### config.mk
export PLATFORM = sky130hd
export DESIGN_NAME = segment_display_scheduler_flat
export DESIGN_NICKNAME = d
export VERILOG_FILES = /design/src/rtl/segment_display_scheduler_if.sv /design/src/rtl/segment_display_scheduler.sv /design/src/flat_wrapper.sv
export SDC_FILE = /design/constraint.sdc
export NUM_CORES = 1
export LEC_CHECK = 0
export BUFFER_PORTS_ARGS = -buffer_cell sky130_fd_sc_hd__clkbuf_2
export CAP_MARGIN = 40
export CORE_MARGIN = 3
export CORE_UTILIZATION = 40
export DETAILED_ROUTE_END_ITERATION = 10
export PLACE_DENSITY = 0.6
export SLEW_MARGIN = 0
export SYNTH_ARGS = -nofsm -noshare
export SYNTH_HDL_FRONTEND = slang
export SYNTH_SLANG_ARGS = --single-unit
### constraint.sdc
create_clock -name clk -period 4.7 [get_ports clk]
set_input_delay 0.47 -clock clk [delete_from_list [all_inputs] [get_ports clk]]
set_output_delay 0.47 -clock clk [all_outputs]
set_load 0.05 [all_outputs]
### src/rtl/segment_display_scheduler_if.sv
// segment_display_scheduler_if: SPI pins in, segment outputs out.
// The master side drives SPI; the slave side is the scheduler.
interface segment_display_scheduler_if;
  logic       spi_sclk;
  logic       spi_cs_n;
  logic       spi_mosi;
  logic [7:0] seg_out;
  logic [1:0] slot_idx;
  logic       frame_err;
  logic       busy;

  modport master (
    output spi_sclk, spi_cs_n, spi_mosi,
    input  seg_out, slot_idx, frame_err, busy
  );

  modport slave (
    input  spi_sclk, spi_cs_n, spi_mosi,
    output seg_out, slot_idx, frame_err, busy
  );
endinterface

### src/rtl/segment_display_scheduler.sv
// segment_display_scheduler: SPI-written 4-slot buffer and a
// dwell/blank/blink scheduler driving one 7-segment display.
module segment_display_scheduler #(
  parameter logic [23:0] DWELL_CYCLES = 24'd10_000_000,
  parameter logic [23:0] BLANK_CYCLES = 24'd1_000_000
) (
  input logic clk,
  input logic rst,
  segment_display_scheduler_if.slave bus
);

  typedef enum logic [1:0] {
    IDLE  = 2'd0,
    SHOW  = 2'd1,
    BLANK = 2'd2
  } state_t;

  localparam logic [23:0] DWELL_LAST = DWELL_CYCLES - 24'd1;
  localparam logic [23:0] DWELL_HALF = DWELL_CYCLES >> 1;
  localparam logic [23:0] BLANK_LAST = BLANK_CYCLES - 24'd1;

  // [0],[1] synchroniser stages, [2] previous synced value
  logic [2:0]  sclk_q;
  logic [2:0]  cs_q;
  logic [1:0]  mosi_q;
  logic [15:0] shreg_q;
  logic [4:0]  bits_q;
  logic        err_q;

  logic        sclk_rise;
  logic        cs_rise;
  logic        cs_fall;
  logic        commit;

  logic [7:0]  slots_q [4];
  logic [7:0]  slots_d [4];
  logic [2:0]  count_q, count_d;
  logic        en_q, en_d;
  logic        blink_q, blink_d;

  state_t      state_q, state_d;
  logic [1:0]  idx_q, idx_d;
  logic [23:0] dcnt_q, dcnt_d;
  logic [7:0]  seg_q, seg_d;
  logic [1:0]  idx_adv;

  // two-flop synchronisers plus one history flop for edge detect
  always_ff @(posedge clk or posedge rst) begin
    if (rst) begin
      sclk_q <= 3'b000;
      cs_q   <= 3'b111;
      mosi_q <= 2'b00;
    end else begin
      sclk_q <= {sclk_q[1:0], bus.spi_sclk};
      cs_q   <= {cs_q[1:0], bus.spi_cs_n};
      mosi_q <= {mosi_q[0], bus.spi_mosi};
    end
  end

  assign sclk_rise = sclk_q[1] & ~sclk_q[2];
  assign cs_rise   = cs_q[1] & ~cs_q[2];
  assign cs_fall   = ~cs_q[1] & cs_q[2];
  assign commit    = cs_rise && (bits_q == 5'd16);

  // frame shifter, saturating bit counter and error pulse
  always_ff @(posedge clk or posedge rst) begin
    if (rst) begin
      shreg_q <= 16'h0000;
      bits_q  <= 5'd0;
      err_q   <= 1'b0;
    end else begin
      err_q <= cs_rise && (bits_q != 5'd16);
      if (cs_fall) begin
        bits_q <= 5'd0;
      end else if (sclk_rise && !cs_q[1]) begin
        shreg_q <= {shreg_q[14:0], mosi_q[1]};
        if (bits_q != 5'd17) bits_q <= bits_q + 5'd1;
      end
    end
  end

  // decode a committed frame into the register file
  always_comb begin
    slots_d = slots_q;
    count_d = count_q;
    en_d    = en_q;
    blink_d = blink_q;
    if (commit) begin
      case (shreg_q[15:12])
        4'd1: slots_d[shreg_q[9:8]] = shreg_q[7:0];
        4'd2: begin
          if (shreg_q[2:0] > 3'd4) count_d = 3'd4;
          else if (shreg_q[2:0] != 3'd0) count_d = shreg_q[2:0];
        end
        4'd3: begin
          en_d    = shreg_q[0];
          blink_d = shreg_q[1];
        end
        default: ;
      endcase
    end
  end

  // register file state
  always_ff @(posedge clk or posedge rst) begin
    if (rst) begin
      for (int i = 0; i < 4; i++) slots_q[i] <= 8'h00;
      count_q <= 3'd1;
      en_q    <= 1'b0;
      blink_q <= 1'b0;
    end else begin
      slots_q <= slots_d;
      count_q <= count_d;
      en_q    <= en_d;
      blink_q <= blink_d;
    end
  end

  // wrap to slot 0 after the last active slot; uses post-commit count
  assign idx_adv = ({1'b0, idx_q} == count_d - 3'd1) ? 2'd0 : idx_q + 2'd1;

  // scheduler next state; a same-cycle commit is seen before the step
  always_comb begin
    state_d = state_q;
    idx_d   = idx_q;
    dcnt_d  = dcnt_q;
    if (!en_d) begin
      state_d = IDLE;
      idx_d   = 2'd0;
      dcnt_d  = 24'd0;
    end else if (state_q == IDLE || {1'b0, idx_q} >= count_d) begin
      state_d = SHOW;
      idx_d   = 2'd0;
      dcnt_d  = 24'd0;
    end else if (state_q == SHOW) begin
      if (dcnt_q == DWELL_LAST) begin
        dcnt_d = 24'd0;
        if (BLANK_CYCLES != 24'd0) state_d = BLANK;
        else idx_d = idx_adv;
      end else begin
        dcnt_d = dcnt_q + 24'd1;
      end
    end else begin
      if (dcnt_q == BLANK_LAST) begin
        state_d = SHOW;
        idx_d   = idx_adv;
        dcnt_d  = 24'd0;
      end else begin
        dcnt_d = dcnt_q + 24'd1;
      end
    end
    seg_d = 8'h00;
    if (state_d == SHOW && !(blink_d && dcnt_d >= DWELL_HALF))
      seg_d = slots_d[idx_d];
  end

  // scheduler state and registered segment drive
  always_ff @(posedge clk or posedge rst) begin
    if (rst) begin
      state_q <= IDLE;
      idx_q   <= 2'd0;
      dcnt_q  <= 24'd0;
      seg_q   <= 8'h00;
    end else begin
      state_q <= state_d;
      idx_q   <= idx_d;
      dcnt_q  <= dcnt_d;
      seg_q   <= seg_d;
    end
  end

  assign bus.seg_out   = seg_q;
  assign bus.slot_idx  = idx_q;
  assign bus.frame_err = err_q;
  assign bus.busy      = ~cs_q[1];

endmodule
### src/flat_wrapper.sv
// flat-port wrapper written by rule: the top's interface ports become plain ports
module segment_display_scheduler_flat 
#(
  parameter logic [23:0] DWELL_CYCLES = 24'd10_000_000,
  parameter logic [23:0] BLANK_CYCLES = 24'd1_000_000
)
  (clk, rst, bus_spi_sclk, bus_spi_cs_n, bus_spi_mosi, bus_seg_out, bus_slot_idx, bus_frame_err, bus_busy);
  segment_display_scheduler_if bus_i ();
  input logic clk;
  input logic rst;
  input wire logic [$bits(bus_i.spi_sclk)-1:0] bus_spi_sclk;
  input wire logic [$bits(bus_i.spi_cs_n)-1:0] bus_spi_cs_n;
  input wire logic [$bits(bus_i.spi_mosi)-1:0] bus_spi_mosi;
  output wire logic [$bits(bus_i.seg_out)-1:0] bus_seg_out;
  output wire logic [$bits(bus_i.slot_idx)-1:0] bus_slot_idx;
  output wire logic [$bits(bus_i.frame_err)-1:0] bus_frame_err;
  output wire logic [$bits(bus_i.busy)-1:0] bus_busy;
  assign bus_i.spi_sclk = bus_spi_sclk;
  assign bus_i.spi_cs_n = bus_spi_cs_n;
  assign bus_i.spi_mosi = bus_spi_mosi;
  assign bus_seg_out = bus_i.seg_out;
  assign bus_slot_idx = bus_i.slot_idx;
  assign bus_frame_err = bus_i.frame_err;
  assign bus_busy = bus_i.busy;
  segment_display_scheduler #(.DWELL_CYCLES(DWELL_CYCLES), .BLANK_CYCLES(BLANK_CYCLES)) u_core (.clk(clk), .rst(rst), .bus(bus_i));
endmodule
# Word-level counts from Yosys, hierarchy flattened
# Index checks and enable logic that the tools add are counted.
totals:
  input_bits: 5
  word_cells: 97
  output_inout_bits: 12
  reg_bits: 103
classes:
  order_cmp: 6
  n_eq_ne: 11
  reduce_logical: 15
  bitwise_logic: 9
  n_addsub: 4
  n_mux: 35
ops:
  columns: ["cell", "count"]
  rows:
  - ["two-way mux 24 bit", 5]
  - ["two-way mux 32 bit", 2]
  - ["bitwise mux 32 bit", 1]
  - ["two-way mux 8 bit", 4]
  - ["adder 24 x 1 -> 24 bit (second input constant)", 1]
  - ["== test 24 x 20 -> 1 bit (second input constant)", 1]
  - ["== test 24 bit (second input constant)", 1]
  - ["greater-or-equal comparator 24 x 23 -> 1 bit (second input constant)", 1]
  - ["two-way mux 2 bit", 10]
  - ["binary-select mux 8 bit (select 2 bit)", 1]
  - ["demux 8 bit (select 2 bit)", 1]
  - ["two-way mux 5 bit", 3]
  - ["two-way mux 3 bit", 4]
  - ["!= test 5 bit (second input constant)", 2]
  - ["== test 4 x 2 -> 1 bit (second input constant)", 2]
  - ["greater-or-equal comparator 3 bit (second input constant)", 2]
  - ["logical AND 1 bit", 6]
  - ["NOT 2 -> 3 bit", 2]
  - ["adder 5 x 1 -> 5 bit (second input constant)", 1]
  - ["== test 5 bit (second input constant)", 1]
  - ["== test 2 x 1 -> 1 bit (second input constant)", 2]
  - ["== test 4 x 1 -> 1 bit (second input constant)", 1]
  - ["two-way mux 1 bit", 4]
  - ["NOT 1 bit", 4]
  - ["other kinds (13)", 18]

# Depth between registers and ports, before layout
# Gate-level depths: netlist of run 1.
depth:
  depth_word: 17
  depth_mapped: 19
  depth_no_buf: 16

# Least setup slack after synthesis of run 1
# OpenSTA, ideal clock, no wires.
synth_path:
  kind: "register to register"
  start: "register u_core.cs_q[1]"
  end: "register u_core.seg_q[6], in the netlist u_core.bus.seg_out[6]"
  synth_period_minus_slack_ns: 4.005
  setup_time_ns: 0.136
  path_buffers: 1
  arrival_time_ns: 3.869
  t_required_ns: 4.564
  setup_slack_ns: 0.695
  stages_incl_launch_ff: 16
  cell_sequence: "dfstp_2 > or4b_1 > buf_2 > or3_4 > a211oi_4 > inv_1 > ha_1 > nor2b_1 > o21ai_0 > nand3_1 > a31oi_1 > nand4b_4 > or4b_1 > o21a_1 > nand3b_1 > o22ai_1"
synth_via:
  elab_chain_cells: 15
  word_cells_on_any_way: 29
  cone_classes: "1 x add/sub; 2 x order compare; 2 x eq/ne; 17 x mux; 2 x bitwise; 5 x reduce/logical"
synth_rtl:
  columns: ["element", "line_no", "source"]
  rows:
  - ["start: declaration", "segment_display_scheduler.sv:24", "logic [2:0] cs_q;"]
  - ["start signal: assignment", "segment_display_scheduler.sv:55", "cs_q <= {cs_q[1:0], bus.spi_cs_n};"]
  - ["AND 1 bit *", "segment_display_scheduler.sv:61", "assign cs_rise = cs_q[1] & ~cs_q[2];"]
  - ["logical AND 1 bit *", "segment_display_scheduler.sv:63", "assign commit = cs_rise && (bits_q == 5'd16);"]
  - ["two-way mux 3 bit *", "segment_display_scheduler.sv:88", "if (commit) begin"]
  - ["via u_core.count_d[0]", "segment_display_scheduler.sv:37", "logic [2:0] count_q, count_d;"]
  - ["subtractor 3 x 1 -> 3 bit", "segment_display_scheduler.sv:120", "assign idx_adv = ({1'b0, idx_q} == count_d - 3'd1) ? 2'd0 : idx_q + 2'd1;"]
  - ["== test 2 x 3 -> 1 bit", "segment_display_scheduler.sv:120", null]
  - ["two-way mux 2 bit", "segment_display_scheduler.sv:120", null]
  - ["two-way mux 2 bit", "segment_display_scheduler.sv:144", "if (dcnt_q == BLANK_LAST) begin"]
  - ["two-way mux 2 bit", "segment_display_scheduler.sv:135", "end else if (state_q == SHOW) begin"]
  - ["two-way mux 2 bit", "segment_display_scheduler.sv:131", "end else if (state_q == IDLE || {1'b0, idx_q} >= count_d) begin"]
  - ["two-way mux 2 bit", "segment_display_scheduler.sv:127", "if (!en_d) begin"]
  - ["NOT 2 -> 3 bit (implied by the code)", "segment_display_scheduler.sv:154", "seg_d = slots_d[idx_d];"]
  - ["binary-select mux 8 bit (select 2 bit)", "segment_display_scheduler.sv:154", null]
  - ["two-way mux 8 bit (implied by the code) (2 in a row)", "segment_display_scheduler.sv:154", null]
  - ["two-way mux 8 bit *", "segment_display_scheduler.sv:153", "if (state_d == SHOW && !(blink_d && dcnt_d >= DWELL_HALF))"]
  - ["via u_core.seg_d[6]", "segment_display_scheduler.sv:44", "logic [7:0] seg_q, seg_d;"]
  - ["end signal: assignment", "segment_display_scheduler.sv:168", "seg_q <= seg_d;"]
  - ["end: declaration", "segment_display_scheduler.sv:44", null]
# Mark *: on every way through the listed nets, which the timed path passes. The rest lies on a longest branch. The select of a mux whose other input is x is not followed.
# A chain may end at the register's enable or synchronous reset.

# Worst setup path in the final report of run 1
layout_path:
  start: "register u_core.cs_q[1]"
  end: "register u_core.seg_q[3], in the netlist u_core.bus.seg_out[3]"
# Same word-level chain as after synthesis.

==> results of run 1 <==
critical path: cells and delay by family (launching register included):
kind / cells / cell delay (ns)
AO/OA/AOI/OAI: 6 / 1.16
AND/OR/NAND/NOR: 6 / 2.04
adder cells (fa/ha/maj): 1 / 0.31
flip-flops: 1 / 0.57
buffers and inverters: 1 / 0.12
worst min path at each step:
| stage | end | slack (ns) | cells after the start |
|---|---|---|---|
| 2_1_floorplan | u_core.mosi_q[1] | 0.33 | 0 |
| 3_3_place_gp | u_core.sclk_q[1] | 0.34 | 0 |
| 3_5_place_dp | u_core.mosi_q[1] | 0.34 | 0 |
| 4_1_cts | u_core.slots_q[18] | 0.19 | 2 |
| 5_1_grt | u_core.cs_q[0] | 0.20 | 1 |
| 6_report | u_core.dcnt_q[10] | 0.17 | 2 |
timing repair:
item / in CTS / in global routing
hold endpoints to repair: 0 / 0
resized for setup: 0 / 1
buffers inserted: 0 / 1
endpoints found under the setup margin: 0 / 8
cells in the final DEF (no fill, tap or decap), types with 2 or more instances in the layout:
cell type   n
a21oi_1     4
a31oi_1     2
and2_1      3
and3_1      8
and4_1      5
buf_4       7
clkbuf_1    3
clkbuf_16   9
clkbuf_2   16
dfrtp_1    99
dfstp_2     4
ha_1        5
inv_1      11
inv_6       2
mux2_2     50
mux2i_1    18
nand2_1    20
nand2b_1    2
nand3_1    11
nand4_1    12
nor2_1     42
nor2b_1     8
nor3_1     10
nor3_2      2
nor3b_1     4
nor4_1      5
nor4b_1     3
o211ai_1    4
o21a_1      3
o21ai_0     7
o21ai_2     2
o22ai_1     8
o31a_1      4
or4_1       3
or4b_1      2
xnor2_1    17
xor2_1     10
metrics by stage:
step	setup WS, ns	instance area (µm²)	power [µW]	util
floorplan	0.695	4900	1010	-
global placement	0.351	5110	1040	0.436
detailed placement	0.225	5110	1040	0.437
CTS	0.211	5390	1750	0.460
global route	0.0807	5400	1800	0.461
finish	0.352	5400	1720	0.461
cell type report:
cell class	count	area (µm²)
clock inverters	3	26.3
fillers	1063	6310
inverters	12	47.5
flip-flops and latches	103	2580
clock buffers	13	250
well taps	143	179
repair buffers	23	133
multi-input cells	292	2180
cells by family (layout without fill, tap and decap cells):
| logic type | after synthesis | after routing |
|---|---|---|
| xor+xnor | 27 | 27 |
| fa+ha+maj | 5 | 5 |
| buf+inv | 34 | 51 |
| mux | 68 | 68 |
| compound gates | 45 | 45 |
| simple gates | 147 | 147 |
| flops | 103 | 103 |
sequential cells by signal, indices dropped and copies added, names as in the netlist, 3 cells and up:
name,cells
u_core.bits_q,5
u_core.shreg_q,16
u_core.dcnt_q,24
u_core.bus.seg_out,8
u_core.count_q,3
u_core.cs_q,3
u_core.sclk_q,3
u_core.slots_q,32
metal layers:
metal	wire [µm]	vias to the layer above
li1	-	1551
met4	187	0
met2	4680	57
met1	4490	1618
met5	0	-
met3	353	12
power breakdown:
group          total, µW  switching, µW  leakage [µW]  internal (µW)
registers            952           42.2       0.00141            910
logic               66.5           37.6      0.000789           28.9
clock network        703            323      0.000135            379
==> results.md, run 1 <==
* First drt pass iteration count at 4
* Setup slack, reg-to-reg at 0.35 ns
* PD cells at 319 nW/µm²
* Distinct cells, synth at 53
* DR vias at 3238
* F_max at 230 MHz
* Skew final at 0.0105 ns
* Synth Area in XOR/XNOR at 0.0482
* Top-Level Pins at 17
* Synth top area share at 0.505
* Worst setup EP type: flip-flop
* Mux cell area share after synthesis at 0.152
* Largest net degree at the start of global routing at 62
* Placed insts at 572
* Chip Width at 117 µm
* Crit path max-delay cell type: or4b_1
* Adder-Cell Fraction of Synth Area at 0.0128
* Synth warn at 0
* Post-synth top cells: 99 x dfrtp_1, 50 x mux2_2, 42 x nor2_1
* Tmin final at 4.35 ns
* Grt ovf at 0
* Slew Limit Fails at 0
* Die area at 13600 µm²
* H-tree depth at 3
* Final hold slack at 0.167 ns
* MaxCap Viol Count at 0
* Synth Area in Simple Gates at 0.166
* Post-Route Setup TNS at 0 ns
* Vertical die dimension at 117 µm
* Critical path peak fanout at 8
* Nets at 451
* Max_slew headroom at 0.428
* Worst Hold Class: in2async
* Critical Path Start Type: flip-flop
* First-pass GRT wire length at 16.5 mm
* Gr usage total at 0.157
* Share of cells above drive strength 1 at 0.226
* Antenna diode count at 0
* Reg2Reg Capture Point: u_core.bus.seg_out[3]
* Top FF cell, synth: dfrtp_1
* Synth top area cells: dfrtp_1 51%, mux2_2 11%, mux2i_1 3.7%
* Maximum vdd drop at 185 µV
* WP data arrival at 4.56 ns
* Mean area per synthesized cell at 11.4 µm²
* Critical Path Start: u_core.cs_q[1]
* Cts hold-fix bufs at 0
* Crit-path max cell delay at 0.58 ns
* Hold Vio Cnt, Final at 0
* Vias per std cell at 5.50
* RR Startpoint: u_core.cs_q[1]
* #FFs+latches synth at 103
* Worst-path clk slew at 0.07 ns
* Vias in the first global route at 3293
* Worst-path cell chain: or4b_1 > or3_4 > a211oi_4 > inv_1 > ha_1 > nor2b_1 > o21ai_0 > nand3_1 > a31oi_1 > nand4b_4 > or4b_1 > o21a_1 > o21ai_2 > o22ai_1
* Number of flops mapped to enable cells by yosys at 0
* Root buffer cell: clkbuf_16
* Crit path to: u_core.bus.seg_out[3]
* Clock sink count at 103
* Worst-margin pin slew at 0.854 ns
* GP Congestion at 0.885
* Leakage at 0.00233 µW
* Non-filler cells, final at 589
* Most used cell, CP: or4b_1
* Most frequent cell after synthesis: dfrtp_1
* Port bufs at 16
* Netlist Area Pre-Place at 4900 µm²
* Setup-failing EPs final at 0
* Seq/Total Area, Yosys at 0.527
* Maximum buffer depth of the clock tree at 2
* Mapped Nets at 439
* Synth Area in Compound Gates at 0.0656
* Initial antenna violation count at 0
* Critical path start-end classification: reg2reg
* RSZ-0062 raised after global routing: false
* First DRT Iteration DRCs at 179
* Outcome: completed
* M1 GR Usage at 0.209
* Area leader, netlist: dfrtp_1
* Worst reg2reg path depth at 14
* Post-DP HPWL at 6.62 mm
* Starting density of the core at 0.419
* WL/cell at 16.5 µm
* DRC errors left at 0
* CTS tree: done
* Worst EP required at 4.91 ns
* Final worst path period share at 0.925
* Synth Instances at 429
* Main combinational cell family by area after synthesis: simple AND/OR/NAND/NOR gates
* Grt peak-use layer: met2
* Post-route ant nets at 0
* Syn-to-layout area delta at 10.2%
* # rows at 39
* Clk_lat worst skew at 0.35 ns
* Routing usage on met2 at 0.250
* Core Area at 11700 µm²
* Post-synth ARST share at 1.00
* CTS Buf Count at 9
* Overall routed net length at 9.71 mm
* Met3 Resource Use GR at 0.0306
Note: power is estimated with default switching activity, not from simulation.
==> inputs of run 2 (changes only) <==
==> constraint.sdc (replaced) <==
create_clock -name clk -period 4.7 [get_ports clk]
set_input_delay 0.94 -clock clk [delete_from_list [all_inputs] [get_ports clk]]
set_output_delay 0.94 -clock clk [all_outputs]
set_load 0.05 [all_outputs]
==> results.md, run 2 (synthesis gave the netlist of run 1 again) <==
* WP data arrival at 4.54 ns (-0.02 ns)
* DRC errors left at 0 (unchanged)
* Maximum buffer depth of the clock tree at 2 (unchanged)
* Maximum vdd drop at 215 µV (+16%)
* Top delay family on crit path: simple AND/OR/NAND/NOR gates
* Crit-path max cell delay at 0.57 ns (about the same)
* CTS tree: done
* Post-Route Setup TNS at 0 ns (unchanged)
* Leakage at 0.00236 µW (+1.1%)
* Worst-margin pin slew at 0.794 ns (-0.0600 ns)
* # rows at 39 (unchanged)
* Worst Hold Class: reg2reg
* H-tree depth at 3 (unchanged)
* First drt pass iteration count at 4 (unchanged)
* Post-route ant nets at 0 (unchanged)
* M1 GR Usage at 0.209 (-0.000471)
* Switching Share at 0.230 (-0.00382)
* Initial antenna violation count at 0 (unchanged)
* Root buffer cell: clkbuf_16
* DR vias at 3241 (+0.093%)
* Vias in the first global route at 3288 (-0.15%)
* Overall routed net length at 9.54 mm (-1.7%)
* P_sw at 399 µW (-0.90%)
* RR Startpoint: u_core.cs_q[1]
* Grt ovf at 0 (unchanged)
* RSZ-0062 raised after global routing: false
* Core Area at 11700 µm² (unchanged)
* Critical path start-end classification: reg2reg
* Max FFs per register at 32 (unchanged)
* Vertical die dimension at 117 µm (unchanged)
* Crit path max-delay cell type: or4b_1
* Hold wc startpoint: u_core.mosi_q[0]
* Chip Width at 117 µm (unchanged)
* Clk_lat worst skew at 0.34 ns (about the same)
* Outcome: completed
* Share of cells above drive strength 1 at 0.234 (+0.00740)
* MaxCap Viol Count at 0 (unchanged)
* Critical Path Start Type: flip-flop
* GP Congestion at 0.878 (-0.79%)
* Port bufs at 16 (unchanged)
* Pint at 1330 µW (+1.2%)
* First-pass GRT wire length at 16.2 mm (-1.7%)
* Final worst path period share at 0.923 (-0.00229)
* Clock Power Share at 0.410 (+0.002)
* PD cells at 318 nW/µm² (-0.26%)
* F_max at 231 MHz (+0.25%)
* First DRT Iteration DRCs at 162 (-9.5%)
* Skew final at 0.0105 ns (+0.0000313 ns)
* Worst Path Buf+Inv at 1 (unchanged)
* Commonest non-fill, non-tap cell in the layout: dfrtp_1
* Top-Level Pins at 17 (unchanged)
* Nets at 454 (+0.67%)
* Met3 Resource Use GR at 0.0311 (+0.000518)
* Worst-path cell chain: or4b_1 > or3_4 > a211oi_4 > inv_1 > ha_1 > nor2b_1 > o21ai_0 > nand3_1 > a31oi_1 > nand4b_4 > or4b_1 > o21a_1 > o21ai_2 > o22ai_1
* Routing usage on met2 at 0.232 (-0.0178)
* Vias per std cell at 5.47 (-0.41%)
* Tmin final at 4.34 ns (-0.0108 ns)
* Hold Vio Cnt, Final at 0 (unchanged)
* Die area at 13600 µm² (unchanged)
* Sequential share of power at 0.550 (-0.003)
* Critical Path Start: u_core.cs_q[1]
* Final total power at 1730 µW (+0.74%)
* Starting density of the core at 0.419 (unchanged)
* Post-DP HPWL at 6.57 mm (-0.72%)
* Slew Limit Fails at 0 (unchanged)
* Antenna diode count at 0 (unchanged)
* Grt peak-use layer: met2
* Worst EP required at 4.90 ns (about the same)
* Biggest regs: u_core.slots_q (32), u_core.dcnt_q (24), u_core.shreg_q (16)
* Clock sink count at 103 (unchanged)
* Worst-path clk slew at 0.07 ns (about the same)
* Worst setup EP type: flip-flop
* Max_slew headroom at 0.468 (+0.0398)
* Syn-to-layout area delta at 11.3%
* Most used cell, CP: or4b_1
* Largest Register: u_core.slots_q
* Gr usage total at 0.153 (-0.00440)
* Most frequent cells in the layout: 99 x dfrtp_1, 50 x mux2_2, 42 x nor2_1
* WL/cell at 16.1 µm (-2.2%)
* Comb power frac at 0.040 (about the same)
* Largest net degree at the start of global routing at 52 (-16%)
* Setup-failing EPs final at 0 (unchanged)
* Critical path peak fanout at 8 (unchanged)
* CTS Buf Count at 9 (unchanged)
-- run 2: layout make-up --
| class | instances | area (µm²) |
|---|---|---|
| well taps | 143 | 179 |
| clock buffers | 13 | 260 |
| multi-input cells | 292 | 2180 |
| flip-flops and latches | 103 | 2580 |
| clock inverters | 3 | 27.5 |
| fillers | 1074 | 6250 |
| repair buffers | 26 | 175 |
| inverters | 12 | 47.5 |
-- run 2: repair_timing --
action                     in CTS  in global routing
hold buffers                    0                  0
buffers inserted                0                  1
setup endpoints to repair       0                  8
gates resized for setup         0                  1
-- run 2: final timing paths --
kind | endpoint | slack [ns] | cells past startpoint
worst max-delay path | u_core.bus.seg_out[1] | 0.36 | 14
worst min-delay path | u_core.mosi_q[1] | 0.35 | 0
worst max register to register | u_core.bus.seg_out[1] | 0.36 | 14
worst min register to register | u_core.mosi_q[1] | 0.35 | 0
max in group asynchronous | u_core.cs_q[0] | 3.12 | 4
min in group asynchronous | u_core.dcnt_q[2] | 0.63 | 2
-- run 2: through the flow --
stage / utilization / setup WS, ns / cell area (µm²) / hold slack, ns / instances
after floorplan: - / 0.695 / 4900 / 0.331 / 429
after global placement: 0.437 / 0.370 / 5110 / 0.335 / 572
after detailed placement: 0.440 / 0.214 / 5160 / 0.336 / 575
after CTS: 0.465 / 0.186 / 5440 / 0.351 / 591
after global routing: 0.466 / 0.0160 / 5460 / 0.368 / 592
final: 0.466 / 0.363 / 5460 / 0.351 / 592
-- run 2: power groups by stage --
stage          Sequential, µW  Clock (µW)  Combinational (µW)
2_1_floorplan             941           0                70.0
3_3_place_gp              968           0                66.9
3_5_place_dp              970           0                71.2
4_1_cts                   953         736                71.9
5_1_grt                   958         772                80.0
6_report                  953         711                69.0
-- run 2: per-layer routing --
layer	up-vias	routed length, µm
met5	-	0
met4	0	216
met3	14	333
met2	57	4410
met1	1616	4580
li1	1554	-
-- run 2: worst register-to-register path, delay by kind of cell, from the launching register on --
family	cells	cell delay, ns
flip-flops	1	0.56
AND/OR/NAND/NOR	6	2.04
AO/OA/AOI/OAI	6	1.19
adder cells (fa/ha/maj)	1	0.31
buffers and inverters	1	0.11
==> inputs of run 3 (changes only) <==
--- a/config.mk
+++ b/config.mk
@@ -5,12 +5,13 @@
 export SDC_FILE = /design/constraint.sdc
 export NUM_CORES = 1
 export LEC_CHECK = 0
-export BUFFER_PORTS_ARGS = -buffer_cell sky130_fd_sc_hd__clkbuf_2
+export ABC_CLOCK_PERIOD_IN_PS = 4700
+export BUFFER_PORTS_ARGS = -buffer_cell sky130_fd_sc_hd__buf_2
 export CAP_MARGIN = 40
 export CORE_MARGIN = 3
 export CORE_UTILIZATION = 40
 export DETAILED_ROUTE_END_ITERATION = 10
-export PLACE_DENSITY = 0.6
+export PLACE_DENSITY = 0.57
 export SLEW_MARGIN = 0
 export SYNTH_ARGS = -nofsm -noshare
 export SYNTH_HDL_FRONTEND = slang
==> results.md, run 3 (synthesis gave the netlist of run 1 again) <==
* Critical path peak fanout at 8 (unchanged)
* Hold endpoint: u_core.mosi_q[1]
* Commonest non-fill, non-tap cell in the layout: dfrtp_1
* WP data arrival at 4.57 ns (+0.03 ns)
* Die area at 13600 µm² (unchanged)
* WL/cell at 16.5 µm (+2.2%)
* Biggest regs: u_core.slots_q (32), u_core.dcnt_q (24), u_core.shreg_q (16)
* Worst reg2reg path depth at 14 (unchanged)
* Core Area at 11700 µm² (unchanged)
* Filler cells at 1107 (+3.1%)
* CTS Buf Count at 9 (unchanged)
* Reg2Reg Capture Point: u_core.bus.seg_out[1]
* Share of cells above drive strength 1 at 0.230 (-0.00343)
* Maximum buffer depth of the clock tree at 2 (unchanged)
* Critical Path Start Type: flip-flop
* WHS Path Cells at 0 (unchanged)
* Leakage at 0.00235 µW (-0.34%)
* Final worst path period share at 0.927 (+0.00465)
* Worst EP required at 4.91 ns (about the same)
* Sequential share of power at 0.552 (+0.002)
* Setup-failing EPs final at 0 (unchanged)
* Final WS setup at 0.341 ns (-0.0218 ns)
* DR vias at 3166 (-2.3%)
* Slew Limit Fails at 0 (unchanged)
* GP Congestion at 0.847 (-3.6%)
* Clock sink count at 103 (unchanged)
* Comb power frac at 0.040 (about the same)
* Hold wc startpoint: u_core.mosi_q[0]
* Nets at 452 (-0.44%)
* Pint at 1310 µW (-2.1%)
* Root buffer cell: clkbuf_16
* Vias in the first global route at 3288 (unchanged)
* Skew final at 0.00861 ns (-0.00189 ns)
* Syn-to-layout area delta at 10.7%
* CTS tree: done
* RSZ-0062 raised after global routing: false
* First drt pass iteration count at 4 (unchanged)
* Chip Width at 117 µm (unchanged)
* Setup slack, reg-to-reg at 0.34 ns (-0.02 ns)
* Tmin final at 4.36 ns (+0.0218 ns)
* Starting density of the core at 0.419 (unchanged)
* Gr usage total at 0.155 (+0.00222)
* Placed insts at 573 (-0.35%)
* Clk_lat worst skew at 0.35 ns (about the same)
* Hold Vio Cnt, Final at 0 (unchanged)
* Outcome: completed
* Initial antenna violation count at 0 (unchanged)
* Cts hold-fix bufs at 0 (unchanged)
* Worst setup EP type: flip-flop
* Largest net degree at the start of global routing at 59 (+13%)
* H-tree depth at 3 (unchanged)
* Maximum vdd drop at 221 µV (+2.9%)
* Max FFs per register at 32 (unchanged)
* MaxCap Viol Count at 0 (unchanged)
* Grt ovf at 0 (unchanged)
* Worst Hold Class: reg2reg
* Worst-margin pin slew at 0.863 ns (+0.0687 ns)
* PD cells at 318 nW/µm² (about the same)
* Antenna diode count at 0 (unchanged)
* RR Startpoint: u_core.cs_q[1]
* Largest Register: u_core.slots_q
* Worst-path clk slew at 0.07 ns (about the same)
* Max_slew headroom at 0.419 (-0.0488)
* Post-Route Setup TNS at 0 ns (unchanged)
* P_sw at 419 µW (+4.9%)
* Clock Power Share at 0.408 (-0.002)
* DRC errors left at 0 (unchanged)
* Post-route ant nets at 0 (unchanged)
* Switching Share at 0.243 (+0.0124)
* First DRT Iteration DRCs at 107 (-34%)
* Most frequent cells in the layout: 99 x dfrtp_1, 50 x mux2_2, 42 x nor2_1
* Pre-CTS setup slack at 0.212 ns (-0.00215 ns)
* Post-DP HPWL at 6.63 mm (+0.95%)
* Overall routed net length at 9.72 mm (+1.9%)
* # rows at 39 (unchanged)
* Vias per std cell at 5.37 (-2.0%)
* Critical path start-end classification: reg2reg
* Area taken by multi-input logic gates at 2180 µm² (unchanged)
* Critical Path Start: u_core.cs_q[1]
* Final total power at 1720 µW (-0.51%)
* Top-Level Pins at 17 (unchanged)
* First-pass GRT wire length at 16.5 mm (+1.7%)
* Sequential Area at 2580 µm² (unchanged)
* Vertical die dimension at 117 µm (unchanged)
* Non-filler cells, final at 590 (-0.34%)
* F_max at 229 MHz (-0.50%)
* Port bufs at 16 (unchanged)
-- run 3: metal layers --
metal | global-route usage | part of all wire
met5 | 0 | 0
met4 | 0.0550 | 0.016
met3 | 0.0368 | 0.032
met2 | 0.232 | 0.46
met1 | 0.219 | 0.49
-- run 3: timing repair --
action                     4_1_cts  5_1_grt
hold endpoints to repair         0        0
gates resized for setup          0        1
setup buffers                    0        1
setup endpoints to repair        0        8
-- run 3: worst max path at each step --
stage | endpoint | slack, ns | cells past startpoint
2_1_floorplan | u_core.bus.seg_out[6] | 0.69 | 15
6_report | u_core.bus.seg_out[1] | 0.34 | 14
4_1_cts | u_core.bus.seg_out[1] | 0.17 | 14
5_1_grt | u_core.bus.seg_out[2] | 0.09 | 15
3_3_place_gp | u_core.bus.seg_out[6] | 0.36 | 14
3_5_place_dp | u_core.bus.seg_out[6] | 0.21 | 14
-- run 3: final cells by class --
cell class / count / area share
Multi-Input combinational cell: 292 / 0.402
Inverter: 12 / 0.00876
Clock inverter: 5 / 0.00761
Clock buffer: 11 / 0.0429
Timing Repair Buffer: 24 / 0.0295
Tap cell: 143 / 0.0330
Sequential cell: 103 / 0.476
-- run 3: worst max-delay path, cell delays in order (launching register included) --
cell      delay, ns
dfstp_2        0.57
or4b_1         0.59
or3_4          0.44
a211oi_4       0.31
inv_1          0.11
ha_1           0.32
nor2b_1        0.20
o21ai_0        0.11
nand3_1        0.09
a31oi_1        0.15
nand4b_4       0.21
or4b_1         0.52
o21a_1         0.20
o21ai_2        0.20
o22ai_1        0.19
-- run 3: power by group through the flow --
stage	clock network (µW)	registers [µW]	logic, µW
after detailed placement	0	968	70.8
after global placement	0	966	66.8
after CTS	726	951	71.3
final	704	951	69.0
after global routing	764	957	78.8
after floorplan	0	941	70.0
-- run 3: metrics by stage --
stage / utilization / cell area, µm² / hold slack, ns
after floorplan: - / 4900 / 0.331
after global placement: 0.436 / 5110 / 0.335
after detailed placement: 0.439 / 5140 / 0.336
after CTS: 0.462 / 5420 / 0.348
after global routing: 0.463 / 5430 / 0.354
final: 0.463 / 5430 / 0.346
